[config.mk]
export PLATFORM = sky130hd
export DESIGN_NAME = hazard_ctrl
export DESIGN_NICKNAME = d
export VERILOG_FILES = /design/src/rtl/hazard_ctrl.sv
export SDC_FILE = /design/constraint.sdc
export NUM_CORES = 1
export LEC_CHECK = 0
export CAP_MARGIN = 20
export CORE_UTILIZATION = 50
export CTS_BUF_LIST = sky130_fd_sc_hd__clkbuf_16
export CTS_CLUSTER_DIAMETER = 40
export DETAILED_ROUTE_END_ITERATION = 8
export PLACE_DENSITY = 0.69
export REMOVE_ABC_BUFFERS = 1
export SLEW_MARGIN = 40
export SYNTH_ARGS = -nofsm -noshare
export SYNTH_HDL_FRONTEND = slang
export SYNTH_SLANG_ARGS = --single-unit
[constraint.sdc]
create_clock -name clk -period 5.43 [get_ports clk]
set_input_delay 0.8145 -clock clk [delete_from_list [all_inputs] [get_ports clk]]
set_output_delay 0.8145 -clock clk [all_outputs]
set_load 0.05 [all_outputs]
[src/rtl/hazard_ctrl.sv]
// Issue/stall/flush control for an in-order pipeline. A per-register scoreboard
// covers data hazards, and a two-state FSM covers BEQ/JMP control hazards.
module hazard_ctrl #(
  parameter int CNT_W = 2
) (
  input  logic        clk,
  input  logic        rst_n,
  input  logic [31:0] ir_id,
  input  logic        ir_valid,
  input  logic        reg_update,
  input  logic [4:0]  Ri_in,
  input  logic        br_resolved,
  input  logic        br_taken,
  output logic        issue,
  output logic        stall,
  output logic        flush,
  output logic        br_busy,
  output logic        sb_err
);

  localparam logic [CNT_W-1:0] MAX_CNT = '1;

  typedef enum logic {IDLE, BR_WAIT} state_t;

  state_t           state, state_nx;
  logic [CNT_W-1:0] pend [32];

  logic [5:0]  op;
  logic [4:0]  ri, rj, rk;
  logic        is_alu, is_lw, is_sw, is_beq, is_jmp;
  logic        need_ri, need_rj, need_rk, writes;
  logic [31:0] ready_vec, inc_vec, dec_vec;
  logic        srcs_ok, dest_ok, err_set;
  logic        unused_bits;

  assign op = ir_id[31:26];
  assign ri = ir_id[25:21];
  assign rj = ir_id[20:16];
  assign rk = ir_id[15:11];
  assign unused_bits = ^ir_id[10:0];

  assign is_alu = (op[5:4] == 2'b00);
  assign is_lw  = (op == 6'b01_0000);
  assign is_sw  = (op == 6'b01_0001);
  assign is_beq = (op == 6'b10_0000);
  assign is_jmp = (op == 6'b10_0001);

  assign need_rj = is_alu | is_lw | is_sw | is_beq;
  assign need_rk = is_alu;
  assign need_ri = is_sw | is_beq;
  assign writes  = is_alu | is_lw;

  // A count of one retiring this cycle is readable thanks to the negedge regfile write.
  always_comb begin
    ready_vec = '0;
    for (int r = 0; r < 32; r++) begin
      ready_vec[r] = (pend[r] == '0) ||
                     ((pend[r] == CNT_W'(1)) && reg_update && (Ri_in == 5'(r)));
    end
  end

  assign srcs_ok = (~need_ri | ready_vec[ri]) &
                   (~need_rj | ready_vec[rj]) &
                   (~need_rk | ready_vec[rk]);
  assign dest_ok = ~writes | (pend[ri] != MAX_CNT);

  assign inc_vec = (issue & writes) ? (32'd1 << ri) : 32'd0;
  assign dec_vec = reg_update ? (32'd1 << Ri_in) : 32'd0;
  assign err_set = reg_update & (pend[Ri_in] == '0) & ~inc_vec[Ri_in];

  always_ff @(posedge clk) begin
    if (!rst_n) begin
      for (int r = 0; r < 32; r++) pend[r] <= '0;
      sb_err <= 1'b0;
    end else begin
      for (int r = 0; r < 32; r++) begin
        if (inc_vec[r] && !dec_vec[r]) begin
          pend[r] <= pend[r] + CNT_W'(1);
        end else if (dec_vec[r] && !inc_vec[r] && (pend[r] != '0)) begin
          pend[r] <= pend[r] - CNT_W'(1);
        end
      end
      if (err_set) sb_err <= 1'b1;
    end
  end

  always_ff @(posedge clk) begin
    if (!rst_n) begin
      state <= IDLE;
      flush <= 1'b0;
    end else begin
      state <= state_nx;
      flush <= (state == BR_WAIT) & br_resolved & br_taken;
    end
  end

  always_comb begin
    state_nx = state;
    case (state)
      IDLE:    if (issue && (is_beq || is_jmp)) state_nx = BR_WAIT;
      BR_WAIT: if (br_resolved) state_nx = IDLE;
      default: state_nx = IDLE;
    endcase
  end

  always_comb begin
    issue   = rst_n & ir_valid & srcs_ok & dest_ok & (state == IDLE) & ~flush;
    stall   = rst_n & ir_valid & ~issue;
    br_busy = rst_n & (state == BR_WAIT);
  end

endmodule

=== Word level (Yosys, flattened, before mapping) ===
Memory sizes are Yosys's and may differ from the RTL's.
Cells that the tools add are included.

* Shift operators: 2
* Reductions and logical operators: 325
* Add/subtract/negate cells: 64
* Multiplexer cells: 302
* Order comparisons: 4
* Equality and inequality tests: 68
* Bitwise operators: 94

{| class="wikitable"
|+ Operators with widths
! kind !! number
|-
| $mux 1 || 231
|-
| $logic_and 1x1->1 || 161
|-
| $mux 2 || 64
|-
| $eq 5x5->1 const B || 16
|-
| $or 1x1->1 || 72
|-
| $logic_not 2->1 || 34
|-
| $add 2x1->2 const B || 32
|-
| $eq 2x1->1 const B || 32
|-
| $logic_not 1->1 || 64
|-
| $mux 32 || 2
|-
| $reduce_bool 2->1 || 32
|-
| $shl 1x5->32 const A || 2
|-
| $sub 2x1->2 const B || 32
|-
| $eq 5x4->1 const B || 8
|-
| $logic_or 1x1->1 || 33
|-
| $lt 5x6->1 const B || 4
|-
| $bmux 1 s5 || 4
|-
| $eq 5x3->1 const B || 4
|-
| $and 1x1->1 || 14
|-
| $eq 6x5->1 const B || 2
|-
| $eq 6x6->1 const B || 2
|-
| $eq 5x2->1 const B || 2
|-
| $not 1->1 || 8
|-
| $eq 5x1->1 const B || 1
|-
| 3 further kinds || 3
|}

* Word-level logic and storage cells: 863
* Output and inout bits: 5
* Memory bits (writable): 64
* Flip-flop bits (word level): 3
* Memories kept: 1

{| class="wikitable"
|+ Memories
! memory !! words !! width !! read ports !! clocked after memory_dff !! write ports !! line !! text
|-
| pend || 32 || 2 || 34 || 0 || 32 || 26 || <nowiki>logic [CNT_W-1:0] pend [32];</nowiki>
|}

=== Logic depth before layout (Yosys ltp) ===
* Depth in word-level cells: 23
* Gate-level depth with buffers: 14

=== Worst setup path before layout ===
No wires, ideal clock.

* Path kind: input-to-output
* From: in Ri_in[1]
* To: out stall
* Stages on the path: 12
* Setup slack: 690 ps
* Path buffers: 4
* Arrival time: 3,926 ps
* Cells stage by stage: buf_2 -> nor2b_1 -> clkbuf_1 -> a31oi_1 -> mux4_2 -> a21o_1 -> o22ai_2 -> nand4_2 -> buf_2 -> buf_4 -> a211oi_2 -> nor2_1

* Longest elaborated chain between the ends: 14

{| class="wikitable"
|+ RTL lines
! element !! line !! text
|-
| start: declaration || 11 || <nowiki>input logic [4:0] Ri_in,</nowiki>
|-
| $eq 5x1->1 (tied with other cells) || 58 || <nowiki>((pend[r] == CNT_W'(1)) && reg_update && (Ri_in == 5'(r)));</nowiki>
|-
| $logic_and 1x1->1 || 58 ||
|-
| $logic_or 1x1->1 || 57 || <nowiki>ready_vec[r] = (pend[r] == '0) ||</nowiki>
|-
| $bmux 1 s5, on equally long branches || 62, 63 ||
|-
| $mux 1, on equally long branches || 62, 63 ||
|-
| $or 1x1->1, on equally long branches || 62, 63 ||
|-
| $and 1x1->1 || 62 || <nowiki>assign srcs_ok = (~need_ri | ready_vec[ri]) &</nowiki>
|-
| $and 1x1->1 * || 63 || <nowiki>(~need_rj | ready_vec[rj]) &</nowiki>
|-
| $and 1x1->1 * (4 in a row) || 107 || <nowiki>issue = rst_n & ir_valid & srcs_ok & dest_ok & (state == IDLE) & ~flush;</nowiki>
|-
| via issue || 14 || <nowiki>output logic issue,</nowiki>
|-
| $not 1->1 * || 108 || <nowiki>stall = rst_n & ir_valid & ~issue;</nowiki>
|-
| $and 1x1->1 * || 108 ||
|-
| end: declaration || 15 || <nowiki>output logic stall,</nowiki>
|}

Mark *: on every way through the listed nets, which the timed path passes. The rest lies on a longest branch. The select of a mux whose other input is x is not followed.

=== Worst setup path in the final report ===
* From: in Ri_in[3]
* To: out stall

* Longest elaborated chain between the ends: 14

{| class="wikitable"
|+ RTL lines
! element !! line
|-
| $eq 5x1->1 (tied with other cells) || 58
|-
| $logic_and 1x1->1 || 58
|-
| $logic_or 1x1->1 || 57
|-
| $bmux 1 s5, on equally long branches || 62, 63
|-
| $mux 1, on equally long branches || 62, 63
|-
| $or 1x1->1, on equally long branches || 62, 63
|-
| $and 1x1->1 || 62
|-
| $and 1x1->1 * || 63
|-
| $and 1x1->1 * (4 in a row) || 107
|-
| $not 1->1 * || 108
|-
| $and 1x1->1 * || 108
|}

Mark *: on every way between the ends. The rest lies on a longest branch, timed or not. The select of a mux whose other input is x is not followed.

==> metrics.yaml <==
run_status:
  status: "finished, final reports clean"
clock_network:
  cts_buffers: 9
  postCtsSetupBuffers: 0
  clock_path_buffers: 2
  holdBufCountCts: 0
  cts.sinks: 67
  path_clk_slew_ps: 50
  cts_root_buf: "clkbuf_16"
  insertion_delay_ps: 350
  cts_tree: "yes"
  cts_resized: 0
  h-tree-depth: 3
hold_path:
  min_path_cells: 1
  hold_start: "sb_err"
  holdPathEnd: "sb_err"
  hold_path.class: "reg -> reg"
layout:
  fillCellCount: 1347
  syn_to_final_growth_pct: 12.5
  drive_gt1_share_pct: 11.1
  layoutNonFillerInstCount: 1129
  antennaDiodeCount: 0
  layout.nets: 1049
  final_area_sq_um: 8410
timing:
  timing.final.crit_period_ps: 4890
  hold_viol_final: 0
  finalSetupTns_ps: 0
  worst_slew_pin_slew_ps: 749
  hold_slack_ps: 471
  fin_crit_sh_pct: 90.0
  finalMaxSlewViolations: 0
  fin_skew_ps: 7.42
  rsz0062_at_grt: "false"
  slew_headroom_pct: 49.9
  setup_violations: 0
  max_freq_mhz: 205
global_routing:
  grtUsageMet1_pct: 43.2
  antenna_found_initial: 0
  grtUsageTotal_pct: 31.5
  grt_max_degree: 51
  top_usage_layer: "met2"
  grt_remaining_overflow: 0
  use_met2_pct: 48.0
  grt_pass1_wl_um: 38000
  grt_pass1_vias: 7020
  grtUsageMet3_pct: 6.27
routing:
  route.detailed.drc: 0
  drtIter0Drc: 858
  drtPass1Iterations: 7
  ant_nets: 0
  via_count: 7569
  viasPerCell: 6.70
  wl_um: 24100
  routedWlPerCell_um: 21.4
setup_path:
  crit_chain: "clkdlybuf4s50_1 -> and4b_1 -> a31oi_1 -> mux4_2 -> a21o_1 -> o22ai_2 -> nand4_2 -> a211oi_2 -> nor2_1 -> buf_4"
  rrSetupSlack_ps: 1920
  crit_required_ps: 4620
  worstSetupPathType: "in -> out"
  r2r_cells: 12
  reg2reg_from: "pend[21][0]"
  cp-end-kind: "primary output"
  crit_slowest_cell: "clkdlybuf4s50_1"
  startpoint: "Ri_in[3]"
  cp.depth: 10
  crit_fanout: 14
  start_kind: "primary input"
  cp_top_family: "compound AO/OA/AOI/OAI gates"
  r2r-end: "pend[9][1]"
  cpPeakStageDelay_ps: 680
  crit_buf_inv: 2
  crit_arrival_ps: 4070
floorplan:
  start_util_pct: 51.4
  num_io_pins: 48
  die_area_sq_um: 15400
  dieHeight_um: 124
  num_rows: 44
  core-area_sq_um: 14500
  die_x_um: 124
power_and_ir_drop:
  ir_drop_mv: 0.149
  power_density_nw_per_um2: 195
  p_leak_uw: 0.00315
  power_frac_clock_pct: 34.6
  combinationalPowerShare_pct: 27.5
  switching_power_uw: 532
  p_seq_share_pct: 37.9
  switching_share_pct: 32.4
  internal_power_uw: 1110
logic_synthesis:
  synth_cell_types: 72
  synth_top_area_share_pct: 25.7
  ys_seq_area_share_pct: 26.5
  ys_seq_elements: 67
  synth_area_sq_um: 7470
  async_flop_share_pct: 0
  synth.yosys.warnings: 0
  syn_area_per_cell_sq_um: 8.16
  synth_largest_area_cell: "edfxtp_1"
  ys.flop_type: "edfxtp_1"
  postSynthCellCount: 916
  synth_area_leaders: "edfxtp_1, ha_1, nand2_1, a31oi_1, nor3_1"
  synth_edf_count: 64
placement:
  place_congestion: 1.01
  dpl-instance-area_sq_um: 8130
  io_buffers: 36
  dp.cells: 1115
  dp_hpwl_um: 17800
run:
  drv_cap: 0
-- power by group through the flow --
stage | Combinational (uW) | Clock (uW) | Sequential, uW
final | 451 | 568 | 621
after global routing | 486 | 597 | 626
after CTS | 438 | 578 | 621
after detailed placement | 436 | 0 | 632
after global placement | 431 | 0 | 631
after floorplan | 249 | 0 | 627
-- final cells by class --
type                    count  area (sq um)  share of cell area (%)
clock buffers               9           225                    2.68
clock inverters             5          47.5                   0.566
inverters                  74           278                    3.30
multi-input cells         708          4930                    58.7
flip-flops and latches     67          1980                    23.6
well taps                 184           230                    2.74
repair buffers             82           708                    8.43
-- synthesized netlist by cell type, types with 11 or more instances --
cell type and instances:
mux2i_1 23, ha_1 64, o21ai_0 18, and2_1 12
nor4_1 19, edfxtp_1 64, clkbuf_1 39, nand2_1 85
or3_1 18, nor2_1 61, inv_1 72, a21oi_1 21
nand4_1 23, nand3_1 40, o21a_1 16, a31oi_1 50
buf_2 20, a211o_1 11, nor3_1 56, a211oi_1 11
-- through the flow --
step | utilization, % | setup WS, ps | total power (uW)
finish | 57.8 | 542 | 1640
global route | 57.8 | 459 | 1710
CTS | 57.8 | 603 | 1640
detailed placement | 55.9 | 605 | 1070
global placement | 55.9 | 624 | 1060
floorplan | - | 1.37 | 877
-- registers in the layout, summed over array words and instances (netlist names) --
| name | count |
|---|---|
| pend | 64 |
| sb_err | 1 |
| state | 1 |
| flush | 1 |
-- placed cells by master, fill, tap and decap left out, drive strengths merged, types with 10 or more instances in the layout --
cell type	netlist	final
nand2	85	85
inv	72	73
ha	64	64
edfxtp	64	64
nor2	62	62
nor3	62	62
a31oi	50	50
buf	28	49
nand3	40	40
clkdlybuf4s50	0	33
nor4	27	27
nand4	24	24
mux2i	23	23
a21oi	21	21
o21ai	18	18
or3	18	18
o21a	16	16
and2	12	12
a211oi	12	12
a211o	11	11
o22ai	10	10
-- layer usage --
metal / part of all wire [%] / wire length (um)
met4: 3.3 / 791
met3: 8.8 / 2120
met2: 45 / 10700
met5: 0 / 0
met1: 43 / 10500
-- worst register-to-register path, cell delays in order, from the launching register on --
cell,delay (ps)
edfxtp_1,400
inv_1,80
ha_1,240
a31oi_1,360
o22ai_1,150
o41ai_1,330
nor2_1,160
o32ai_4,340
buf_4,340
nor4_1,100
buf_4,180
and4_1,220
or3_1,350
-- cells by family (layout without fill, tap and decap cells) --
family	count (synthesis)	count (layout)	share of synthesized area [%]
AOI/OAI and AO/OA	213	213	20.5
xor gates and xnor gates	4	4	0.469
adders and majority gates	64	64	10.7
buffers and inverters	141	170	7.62
DFF	67	67	26.5
muxes	33	33	5.19
and+or+nand+nor	394	394	29.0
-- how the worst max path moves through the flow --
stage / to
6_report: stall
5_1_grt: stall
4_1_cts: stall
3_5_place_dp: pend[9][1]
3_3_place_gp: pend[9][1]
2_1_floorplan: stall
Note: power is estimated with default switching activity, not from simulation.
==> RTL change: new RTL, same flow settings <==
Reset style: asynchronous (`rst_n`), changed in 2 clocked blocks.
--- a/src/rtl/hazard_ctrl.sv
+++ b/src/rtl/hazard_ctrl.sv
@@ -68,7 +68,7 @@
   assign dec_vec = reg_update ? (32'd1 << Ri_in) : 32'd0;
   assign err_set = reg_update & (pend[Ri_in] == '0) & ~inc_vec[Ri_in];
 
-  always_ff @(posedge clk) begin
+  always_ff @(posedge clk or negedge rst_n) begin
     if (!rst_n) begin
       for (int r = 0; r < 32; r++) pend[r] <= '0;
       sb_err <= 1'b0;
@@ -84,7 +84,7 @@
     end
   end
 
-  always_ff @(posedge clk) begin
+  always_ff @(posedge clk or negedge rst_n) begin
     if (!rst_n) begin
       state <= IDLE;
       flush <= 1'b0;
Function: changed (Yosys sat finds a counterexample within 4 cycles, from zero or initial values and one cycle with rst_n low; the reset may be asserted at any time).
==> RTL change against the unedited design <==
Via count grew 17%. Worst setup slack lost 0.30 ns. Sequential cell count is the same. Global-route usage grew 2.7 points. First-iteration DRC count grew 13%. Area after synthesis grew 9.9%. Critical path type unchanged. Routed wire length grew 18%. Sequential share of layout area shrank 5.5 points. Final area grew 10%. Core utilization grew 0.21 points.
Power is not compared: it rests on default switching activity, and its combinational part moved more than twofold at a synthesized area within 25%.
==> RTL change: results (changes against the unedited design) <==
Synth:
- The number of unique standard cell types used by synthesis is 79 (was 72).
- Most frequent cells after synthesis: 117 x sky130_fd_sc_hd__inv_1, 91 x sky130_fd_sc_hd__a31oi_1, 80 x sky130_fd_sc_hd__nand2_1, 67 x sky130_fd_sc_hd__dfrtp_1, 67 x sky130_fd_sc_hd__nor2_1 (was 85 x sky130_fd_sc_hd__nand2_1, 72 x sky130_fd_sc_hd__inv_1, 64 x sky130_fd_sc_hd__edfxtp_1, 64 x sky130_fd_sc_hd__ha_1, 61 x sky130_fd_sc_hd__nor2_1).
- The proportion of synthesized flip-flops having asynchronous set or reset came to 100% (was 0%).
- Top cells by area, synth: sky130_fd_sc_hd__dfrtp_1 20%, sky130_fd_sc_hd__ha_1 9.8%, sky130_fd_sc_hd__a31oi_1 6.9%, sky130_fd_sc_hd__inv_1 5.3%, sky130_fd_sc_hd__mux2i_1 3.9% (was sky130_fd_sc_hd__edfxtp_1 26%, sky130_fd_sc_hd__ha_1 11%, sky130_fd_sc_hd__nand2_1 4.3%, sky130_fd_sc_hd__a31oi_1 4.2%, sky130_fd_sc_hd__nor3_1 3.8%).
- The fraction of the yosys area taken by sequential cells came to 20.4% (was 26.5%).

Critical path:
- The critical path startpoint is Ri_in[0] (was Ri_in[3]).
- The arrival time of data at the critical path endpoint was 4.37 ns (was 4.07 ns).
- The largest driver fanout on the critical path is 19 (was 14).
- The start of the worst register-to-register path is state (was pend[21][0]).

Final layout:
- The final layout net count is 1,191 (was 1,049).
- The flip-flop count of the largest register after layout is 64 (unchanged).
- The register name with the most flops is pend (unchanged).
- The layout cell share with drive strength beyond 1 is 9.56% (was 11.1%).
- The fill cell instance count of the final layout came to 1,502 (was 1,347).

Outcome:
- Result of the run: finished, final reports clean (unchanged).

Clock tree:
- The post-CTS repair timing setup buffer count is 0 (unchanged).
- The number of clock buffers inserted by TritonCTS is 9 (unchanged).
- The cts-stage hold buffer count is 0 (unchanged).

Worst hold path:
- The hold path startpoint is pend[44] (was sb_err).
- The path category of the worst min-delay check was reg2reg (unchanged).

Placement:
- The global placer's final weighted congestion is 1.01 (about the same).
- The post-placement cell area is 8980 µm² (was 8130 µm²).
- The worst setup timing slack at the placement stage is 0.340 ns (was 0.605 ns).
- The total of buffers placed on input and output ports was 36 (unchanged).
- The post-detailed-placement half-perimeter wirelength came to 20,800 µm (was 17,800 µm).

Timing:
- The worst max-slew margin expressed relative to the limit came to 46.9% (was 49.9%).
- The worst-case clock skew is 0.00818 ns (was 0.00742 ns).

Detailed routing:
- The average vias per placed instance is 6.78 (was 6.70).
- The number of detailed-routing iterations run before antenna repair is 6 (was 7).
- The total wire length is 28,400 µm (was 24,100 µm).
- The number of violations reported at the end of detailed-routing iteration 0 is 969 (was 858).

Global routing:
- The overall track demand over capacity in global routing came to 34.2% (was 31.5%).
- The via count of the first global-routing pass is 7,979 (was 7,020).
- The wire length of the first global-routing pass is 43,700 µm (was 38,000 µm).
- The largest net degree at the start of global routing was 68 (was 51).
## RTL change: cell types whose count changed after synthesis, moves of 16 or more
cell / delta
sky130_fd_sc_hd__a31oi_1: +41
sky130_fd_sc_hd__o221ai_1: +16
sky130_fd_sc_hd__inv_1: +45
sky130_fd_sc_hd__a311oi_1: +19
sky130_fd_sc_hd__nand4_1: -22
sky130_fd_sc_hd__xnor2_1: +32
sky130_fd_sc_hd__edfxtp_1: -64
sky130_fd_sc_hd__and3_1: +26
sky130_fd_sc_hd__dfrtp_1: +67
## RTL change: cell type report
cell class	instances	area [µm²]	share of cell area, %
clock inverter	6	50.0	0.541
tap	216	270	2.92
timing repair buffer	87	797	8.61
sequential	67	1680	18.1
clock buffer	9	225	2.43
inverter	117	439	4.75
multi-input combinational	802	5800	62.6
## RTL change: kinds of logic (layout without fill, tap and decap cells)
family          Yosys count  after routing  share of synthesized area, %
compound gates          311            311                          27.8
simple gates            356            356                          24.0
xor+xnor                 33             33                          3.52
buf+inv                 182            219                          9.11
mux                      38             38                          5.41
flops                    67             67                          20.4
fa+ha+maj                64             64                          9.75
## RTL change: report_power, final
part,internal [mW],switching (mW),total [mW]
clock,0.346,0.240,0.586
combinational,0.649,0.941,1.59
sequential,0.631,0.167,0.797
total,1.63,1.35,2.97
## RTL change: worst paths after layout
check	endpoint	slack, ns	cells after the start
max	stall	0.24	13
min	pend[44]	0.51	1
max reg2reg	pend[11]	1.79	9
min reg2reg	pend[44]	0.51	1
max in group asynchronous	pend[44]	4.32	2
min in group asynchronous	state	0.62	2
## RTL change: critical path, cell delays in order
cell and delay [ns]:
sky130_fd_sc_hd__clkdlybuf4s50_1 0.88, sky130_fd_sc_hd__buf_4 0.35, sky130_fd_sc_hd__and4b_1 0.50, sky130_fd_sc_hd__a31oi_1 0.18, sky130_fd_sc_hd__buf_4 0.19, sky130_fd_sc_hd__a21oi_1 0.13
sky130_fd_sc_hd__and4_1 0.24, sky130_fd_sc_hd__a311oi_2 0.07, sky130_fd_sc_hd__or3_4 0.42, sky130_fd_sc_hd__nor3_1 0.20, sky130_fd_sc_hd__buf_4 0.17, sky130_fd_sc_hd__nor2_1 0.04
sky130_fd_sc_hd__buf_4 0.18
## RTL change: per-layer routing
metal / global-route usage [%] / routed length (µm) / share of wire (%)
met1: 44.9 / 11900 / 42
met2: 52.0 / 12300 / 43
met3: 8.16 / 2900 / 10
met4: 17.8 / 1300 / 4.6
met5: 0 / 0 / 0
## RTL change: stage by stage
step                      setup TNS (ns)  instances  hold WS (ns)  power [mW]  util (%)
after floorplan                   -0.109        986         0.473        1.85         -
after global placement                 0       1289         0.499        2.31      56.3
after detailed placement               0       1289         0.501        2.34      56.3
after CTS                              0       1304         0.512        2.94      58.0
after global routing                   0       1304         0.529        3.18      58.0
final                                  0       1304         0.511        2.97      58.0
